<file path="src/rtl/bus_interface_unit.sv">
// Multiplexed address/data bus master: one core request becomes an ADL/ADH/DATA/DONE
// sequence on shared 8-bit pins, with external address latches strobed by ale_lo/ale_hi.
module bus_interface_unit #(
   parameter int unsigned WAIT_STATES = 1
) (
   input  logic        clk,
   input  logic        rst_n,
   input  logic        clk_enable,
   input  logic        req_valid,
   input  logic        req_rw,
   input  logic [15:0] req_addr,
   input  logic [7:0]  req_wdata,
   output logic        req_ready,
   output logic        rsp_valid,
   output logic [7:0]  rsp_rdata,
   input  logic [7:0]  uio_in,
   output logic [7:0]  uio_out,
   output logic [7:0]  uio_oe,
   output logic        ale_lo,
   output logic        ale_hi,
   output logic        mem_oe_n,
   output logic        mem_we_n
);

   typedef enum logic [2:0] {
      S_IDLE,
      S_ADL,
      S_ADH,
      S_DATA,
      S_DONE
   } state_t;

   localparam logic [2:0] WaitLoad = 3'(WAIT_STATES);

   state_t      state;
   state_t      state_nxt;
   logic        rw_q;
   logic [15:0] addr_q;
   logic [7:0]  wdata_q;
   logic        hi_valid;
   logic [7:0]  last_hi;
   logic [2:0]  wait_cnt;
   logic        hi_skip;

   // The external high-address latch still holds last_hi, so re-strobing it is skipped.
   assign hi_skip = hi_valid && (addr_q[15:8] == last_hi);

   always_comb begin
      state_nxt = state;
      req_ready = 1'b0;
      rsp_valid = 1'b0;
      uio_out   = 8'h00;
      uio_oe    = 8'h00;
      ale_lo    = 1'b0;
      ale_hi    = 1'b0;
      mem_oe_n  = 1'b1;
      mem_we_n  = 1'b1;
      case (state)
         S_IDLE: begin
            req_ready = 1'b1;
            if (req_valid) state_nxt = S_ADL;
         end
         S_ADL: begin
            uio_out   = addr_q[7:0];
            uio_oe    = 8'hFF;
            ale_lo    = 1'b1;
            state_nxt = hi_skip ? S_DATA : S_ADH;
         end
         S_ADH: begin
            uio_out   = addr_q[15:8];
            uio_oe    = 8'hFF;
            ale_hi    = 1'b1;
            state_nxt = S_DATA;
         end
         S_DATA: begin
            if (rw_q) begin
               mem_oe_n = 1'b0;
            end else begin
               uio_out  = wdata_q;
               uio_oe   = 8'hFF;
               mem_we_n = 1'b0;
            end
            if (wait_cnt == 3'd0) state_nxt = S_DONE;
         end
         S_DONE: begin
            rsp_valid = 1'b1;
            state_nxt = S_IDLE;
         end
         default: state_nxt = S_IDLE;
      endcase
   end

   // Everything holds while clk_enable is low; read data is captured on the last DATA cycle.
   always_ff @(posedge clk or negedge rst_n) begin
      if (!rst_n) begin
         state     <= S_IDLE;
         rw_q      <= 1'b0;
         addr_q    <= 16'h0000;
         wdata_q   <= 8'h00;
         hi_valid  <= 1'b0;
         last_hi   <= 8'h00;
         wait_cnt  <= 3'd0;
         rsp_rdata <= 8'h00;
      end else if (clk_enable) begin
         state <= state_nxt;
         if (state == S_IDLE && req_valid) begin
            rw_q    <= req_rw;
            addr_q  <= req_addr;
            wdata_q <= req_wdata;
         end
         if (state != S_DATA && state_nxt == S_DATA) begin
            wait_cnt <= WaitLoad;
         end else if (state == S_DATA && wait_cnt != 3'd0) begin
            wait_cnt <= wait_cnt - 3'd1;
         end
         if (state == S_ADH) begin
            hi_valid <= 1'b1;
            last_hi  <= addr_q[15:8];
         end
         if (state == S_DATA && wait_cnt == 3'd0 && rw_q) begin
            rsp_rdata <= uio_in;
         end
      end
   end

endmodule

</file>
<file path="config.mk">
export PLATFORM = sky130hd
export DESIGN_NAME = bus_interface_unit
export DESIGN_NICKNAME = d
export VERILOG_FILES = /design/src/rtl/bus_interface_unit.sv
export SDC_FILE = /design/constraint.sdc
export NUM_CORES = 1
export LEC_CHECK = 0
export CAP_MARGIN = 20
export CORE_UTILIZATION = 47
export CTS_CLUSTER_SIZE = 25
export DETAILED_ROUTE_END_ITERATION = 8
export PLACE_DENSITY = 0.79
export SYNTH_ARGS = -nofsm -noshare
export SYNTH_HDL_FRONTEND = slang
export SYNTH_SLANG_ARGS = --single-unit
export TNS_END_PERCENT = 10
</file>
<file path="constraint.sdc">
create_clock -name clk -period 2.39 [get_ports clk]
set_input_delay 0.3585 -clock clk [delete_from_list [all_inputs] [get_ports clk]]
set_output_delay 0.3585 -clock clk [all_outputs]
set_load 0.005 [all_outputs]
</file>
==> results of run 1 <==
==> what timing repair did <==
action / 4_1_cts / 5_1_grt
pin swaps: 0 / 5
gates resized for setup: 3 / 6
endpoints found under the setup margin: 16 / 16
buffers inserted: 0 / 3
endpoints found under the hold margin: 0 / 0
==> sequential cells by signal, summed over array words and instances, names as in the netlist <==
| signal | cells |
|---|---|
| addr_q | 16 |
| hi_valid | 1 |
| last_hi | 8 |
| rsp_rdata | 8 |
| rw_q | 1 |
| state | 3 |
| wait_cnt | 3 |
| wdata_q | 8 |
==> report_power, final <==
group	total (mW)	internal (mW)	switching [mW]
sequential	1.47	1.19	0.280
combinational	1.82	1.16	0.666
clock	0.471	0.208	0.263
total	3.76	2.55	1.21
==> per-layer routing <==
layer  wire length [um]  up-vias
met2               2460       51
met5                  0        -
met4                 45        0
li1                   -      768
met3                237        5
met1               1990      817
==> worst max path at each step <==
stage | startpoint | to | slack [ps] | cells past startpoint
2_1_floorplan | state[2] | uio_oe[1] | 560 | 6
4_1_cts | state[0] | uio_oe[2] | 10 | 4
5_1_grt | state[1] | uio_out[7] | -2 | 6
3_5_place_dp | state[1] | uio_oe[2] | 160 | 3
6_report | state[0] | uio_out[4] | 70 | 5
3_3_place_gp | state[1] | uio_oe[4] | 240 | 3
==> metrics by stage <==
stage               setup TNS (ps)  hold WS [ps]  instances  total power, mW
floorplan                        0          62.9        175             2.48
global placement                 0           440        289             3.22
detailed placement               0           436        289             3.28
CTS                              0           106        297             3.78
global route                 -1.68           134        300             4.03
finish                           0          94.5        300             3.76
==> cells in the final DEF, fill, tap and decap left out, types with 2 or more instances in the layout <==
master            n
nor4_1            3
mux2_2           41
o21ai_0           2
inv_1            12
a21oi_1           3
dfrtp_2           2
nand4_1           2
buf_4            14
xor2_1            6
nand2_1           4
a31oi_1           2
nand2b_1          2
nor3_1            2
xnor2_1           2
clkbuf_8          5
dfrtp_1          46
ha_1              2
clkdlybuf4s50_1  61
a222oi_1          8
dlymetal6s2s_1    4
==> cells by family (layout without fill, tap and decap cells) <==
logic type | after synthesis | after routing | synth area share
mux | 41 | 41 | 0.202
xor+xnor | 8 | 8 | 0.0307
fa+ha+maj | 2 | 2 | 0.0110
flops | 48 | 48 | 0.526
compound gates | 20 | 20 | 0.0685
simple gates | 28 | 28 | 0.0943
buf+inv | 28 | 101 | 0.0674
==> final cells by class <==
type                       count  area (um2)
fill                         332        1390
sequential                    48        1200
multi-input combinational     99         938
timing repair buffer          80         771
clock buffer                   6        72.6
tap                           52        65.1
inverter                      13        48.8
clock inverter                 2        16.3
==> results by group, run 1 <==
Status
  – Status: completed

Power and ir drop
  – Maximum VDD drop: 0.731 mV
  – Leakage Power: 1.42 nW
  – Power Density: 1210 mW/mm2

Worst setup path
  – Crit path buf inv count: 3
  – CP arrival: 1960 ps
  – Crit-path cells: nor3b_2, buf_4, a222oi_1, inv_1, clkdlybuf4s50_1
  – Flop2flop setup slack: 520 ps
  – R2R cell count: 6
  – Setup crit start kind: flop
  – WS Path Type: flop to output port
  – CP max stage cell: dfrtp_2
  – Worst flop-to-flop path startpoint: wait_cnt[0]
  – Worst setup EP type: output port
  – FF-to-FF End: rsp_rdata[6]
  – Critical Path RT: 2030 ps
  – Top delay family on crit path: buffers and inverters
  – Critical path fanouts, max: 11
  – Critical Path Max Stage Delay: 450 ps

Timing
  – FMAX: 0.431 GHz
  – Worst Tran Pin Value: 690 ps
  – Worst clock skew: 10.5 ps
  – Final worst path period share: 0.971
  – # setup viols final: 0
  – Worst slew margin: 0.540
  – Final Max Tran Viols: 0
  – Crit path time final: 2320 ps
  – Endpoints failing hold: 0
  – Fin worst setup slack: 70.2 ps
  – RSZ-0062 raised after global routing: true

CTS
  – TritonCTS clock tree: yes
  – TritonCTS buffer count: 5
  – Worst-path clk slew: 90 ps
  – Clk_lat worst skew: 300 ps
  – # H-tree levels: 2
  – Clock tree sinks: 48
  – Clk root buf: clkbuf_8
  – CTS Hold Buffers Added: 0
  – Clock Path Buffers: 2

Layout
  – # diodes: 0
  – Final instance area: 0.00312 mm2
  – Nets: 286
  – Share of layout cells above drive strength 1: 0.315
  – Area grow syn2layout: 36.4%
  – Core Util, Final: 0.692

Routing
  – DRC Markers: 0
  – Drt pass-1 iters: 5
  – Total number of vias: 1641
  – Detailed Route Iter0 Violations: 198
  – Drt wl/cell: 15.8 um
  – Wirelength, routed: 4740 um
  – Vias per inst: 5.47
  – Post-route ant nets: 0

Logic synthesis
  – Area contributors post-synth: dfrtp_1 53%, mux2_2 20%, a222oi_1 3.5%
  – Synth cell count leaders: 48 x dfrtp_1, 41 x mux2_2, 12 x inv_1
  – Most area-hungry cell type in the Yosys netlist: dfrtp_1
  – Post-synth net total: 214
  – Synth Register Bits: 48
  – Post-synth EDFFs: 0
  – Post-synthesis sequential area ratio: 0.526
  – Count of cell types in the netlist: 40
  – Yosys Warn Count: 0
  – Mapped Area: 0.00228 mm2
  – Yosys top cell area share: 0.526
  – Mapped Cells: 175
  – Async SR Flop Fraction: 1.00
  – Commonest register cell after synthesis: dfrtp_1
  – Count leader, synth: dfrtp_1
  – Syn_area_per_cell: 13.0 um2

Place
  – Pre-CTS setup slack: 162 ps
  – Gpl congestion: 0.828
  – DP Area: 0.00298 mm2
  – Port Buf Inserts: 66
  – DPL Wire Length: 3500 um

Global routing
  – GR peak layer: met2
  – GRT Residual Overflow: 0
  – Met3 Resource Use GR: 0.0450
  – GR met2 Demand/Resource: 0.339
  – GR Layer Usage met1: 0.250
  – Number of global-route vias before repair: 1622
  – Initial antenna violation count: 0
  – Pin count of the biggest net entering global routing: 31
  – First-pass GRT wire length: 7670 um
  – Total GRT Usage: 0.198

Run
  – Max_cap viols: 0

Floorplanning
  – Initial Utilization: 0.507
  – Die area: 0.00514 mm2
  – Die H: 71.7 um
  – Overall die width: 71.7 um
  – Core area: 0.00450 mm2
  – FP Rows: 24
  – Io pins: 67

Min path
  – Hold/Removal Path Class: primary input to asynchronous set/reset pin
(Power assumes the default switching activity.)
==> run 2, diff against run 1 <==
--- a/config.mk
+++ b/config.mk
@@ -10,6 +10,7 @@
 export CTS_CLUSTER_SIZE = 25
 export DETAILED_ROUTE_END_ITERATION = 8
 export PLACE_DENSITY = 0.79
+export SKIP_CTS_REPAIR_TIMING = 1
 export SYNTH_ARGS = -nofsm -noshare
 export SYNTH_HDL_FRONTEND = slang
 export SYNTH_SLANG_ARGS = --single-unit
==> results by group, run 2 (same netlist as run 1, synthesis figures left out) <==
Layout
  – Final instance area: 0.00312 mm2
  – # diodes: 0
  – Area grow syn2layout: 36.4%
  – Largest register by flop count: addr_q
  – Max reg flops: 16
  – Share of layout cells above drive strength 1: 0.315
  – Most common cell after layout, fill and taps aside: clkdlybuf4s50_1
  – Nets: 286
  – Most frequent cells in the layout: 61 x clkdlybuf4s50_1, 46 x dfrtp_1, 41 x mux2_2

CTS
  – Clock tree sinks: 48
  – # H-tree levels: 2
  – TritonCTS clock tree: yes
  – TritonCTS buffer count: 5
  – Clk_lat worst skew: 300 ps
  – Worst-path clk slew: 90 ps
  – Clk root buf: clkbuf_8
  – Clock Path Buffers: 2

Global routing
  – Pin count of the biggest net entering global routing: 31
  – Total GRT Usage: 0.197
  – Number of global-route vias before repair: 1601
  – First-pass GRT wire length: 7640 um
  – GRT Residual Overflow: 0
  – Initial antenna violation count: 0

Place
  – DPL Wire Length: 3500 um
  – DP Area: 0.00298 mm2
  – Pre-CTS setup slack: 162 ps
  – Gpl congestion: 0.828
  – Port Buf Inserts: 66

Routing
  – DRC Markers: 0
  – Drt pass-1 iters: 5
  – Post-route ant nets: 0
  – Drt wl/cell: 15.7 um
  – Wirelength, routed: 4700 um
  – Vias per inst: 5.49
  – Detailed Route Iter0 Violations: 141
  – Total number of vias: 1648

Timing
  – FMAX: 0.427 GHz
  – Min Hold Slack: 89.4 ps
  – Endpoints failing hold: 0
  – Final Max Tran Viols: 0
  – Worst clock skew: 10.4 ps
  – Fin worst setup slack: 48.4 ps
  – Final worst path period share: 0.980
  – Worst Tran Pin Value: 676 ps
  – Worst slew margin: 0.549
  – # setup viols final: 0
  – RSZ-0062 raised after global routing: true
  – Crit path time final: 2340 ps

Floorplanning
  – Die area: 0.00514 mm2
  – Io pins: 67
  – Die H: 71.7 um
  – Core area: 0.00450 mm2
  – Initial Utilization: 0.507
  – FP Rows: 24
  – Overall die width: 71.7 um

Worst setup path
  – Crit path launch: state[0]
  – Setup crit start kind: flop
  – Worst flop-to-flop path startpoint: wait_cnt[0]
  – Critical path fanouts, max: 11
  – Critical Path RT: 2030 ps
  – CP arrival: 1980 ps
  – WS Path Type: flop to output port
  – Worst setup EP type: output port

Power and ir drop
  – Leakage Power: 1.42 nW
  – Maximum VDD drop: 0.725 mV
  – Tot Pwr: 3.75 mW
  – Power Density: 1210 mW/mm2

Min path
  – Hold/Removal Path Class: primary input to asynchronous set/reset pin

Status
  – Status: completed

Run
  – Max_cap viols: 0
[run 2: cell counts in the layout (fill, tap and decap cells not counted)]
Identical to the previous run, type by type.
[run 2: per-stage QoR]
step,TNS (ps),instances,utilization
floorplan,0,175,-
global placement,0,289,0.662
detailed placement,0,289,0.662
CTS,-1600,297,0.682
global route,-4.07,300,0.692
finish,0,300,0.692
[run 2: cell type report]
class	instances	area (um2)
well taps	52	65.1
clock inverters	2	16.3
repair buffers	80	771
clock buffers	6	72.6
multi-input cells	99	938
inverters	13	48.8
flip-flops and latches	48	1200
fillers	332	1390
[run 2: layer usage]
layer,share of wire,global-route usage,vias to the layer above,wire length (um)
met1,0.44,0.254,827,2060
met2,0.50,0.332,47,2370
met3,0.047,0.0450,5,223
met5,0,0,-,0
met4,0.0096,0.0610,0,45
li1,-,-,769,-
[run 2: final timing paths]
kind	cells after the start	slack (ps)	endpoint
worst max-delay path	4	50	uio_oe[3]
worst min-delay path	1	90	wdata_q[2]
worst min register to register	1	490	hi_valid
max in group asynchronous	2	1680	state[1]
worst max register to register	6	530	rsp_rdata[6]
min in group clk	1	490	hi_valid
[run 2: worst max-delay path: stages (launching register included)]
cell and delay (ps):
dfrtp_2 450, nor3b_2 170, buf_4 180, or3_4 430, clkdlybuf4s50_1 460
[run 2: power by group]
| part | switching (mW) | internal, mW |
|---|---|---|
| sequential | 0.280 | 1.19 |
| clock | 0.262 | 0.208 |
| combinational | 0.663 | 1.16 |
| total | 1.21 | 2.55 |
==> run 3, diff against run 2 <==
--- a/config.mk
+++ b/config.mk
@@ -9,6 +9,7 @@
 export CORE_UTILIZATION = 47
 export CTS_CLUSTER_SIZE = 25
 export DETAILED_ROUTE_END_ITERATION = 8
+export HOLD_SLACK_MARGIN = 0.05
 export PLACE_DENSITY = 0.79
 export SKIP_CTS_REPAIR_TIMING = 1
 export SYNTH_ARGS = -nofsm -noshare
==> results of run 3 <==
Final layout, timing and power as in run 2 (identical DEF).
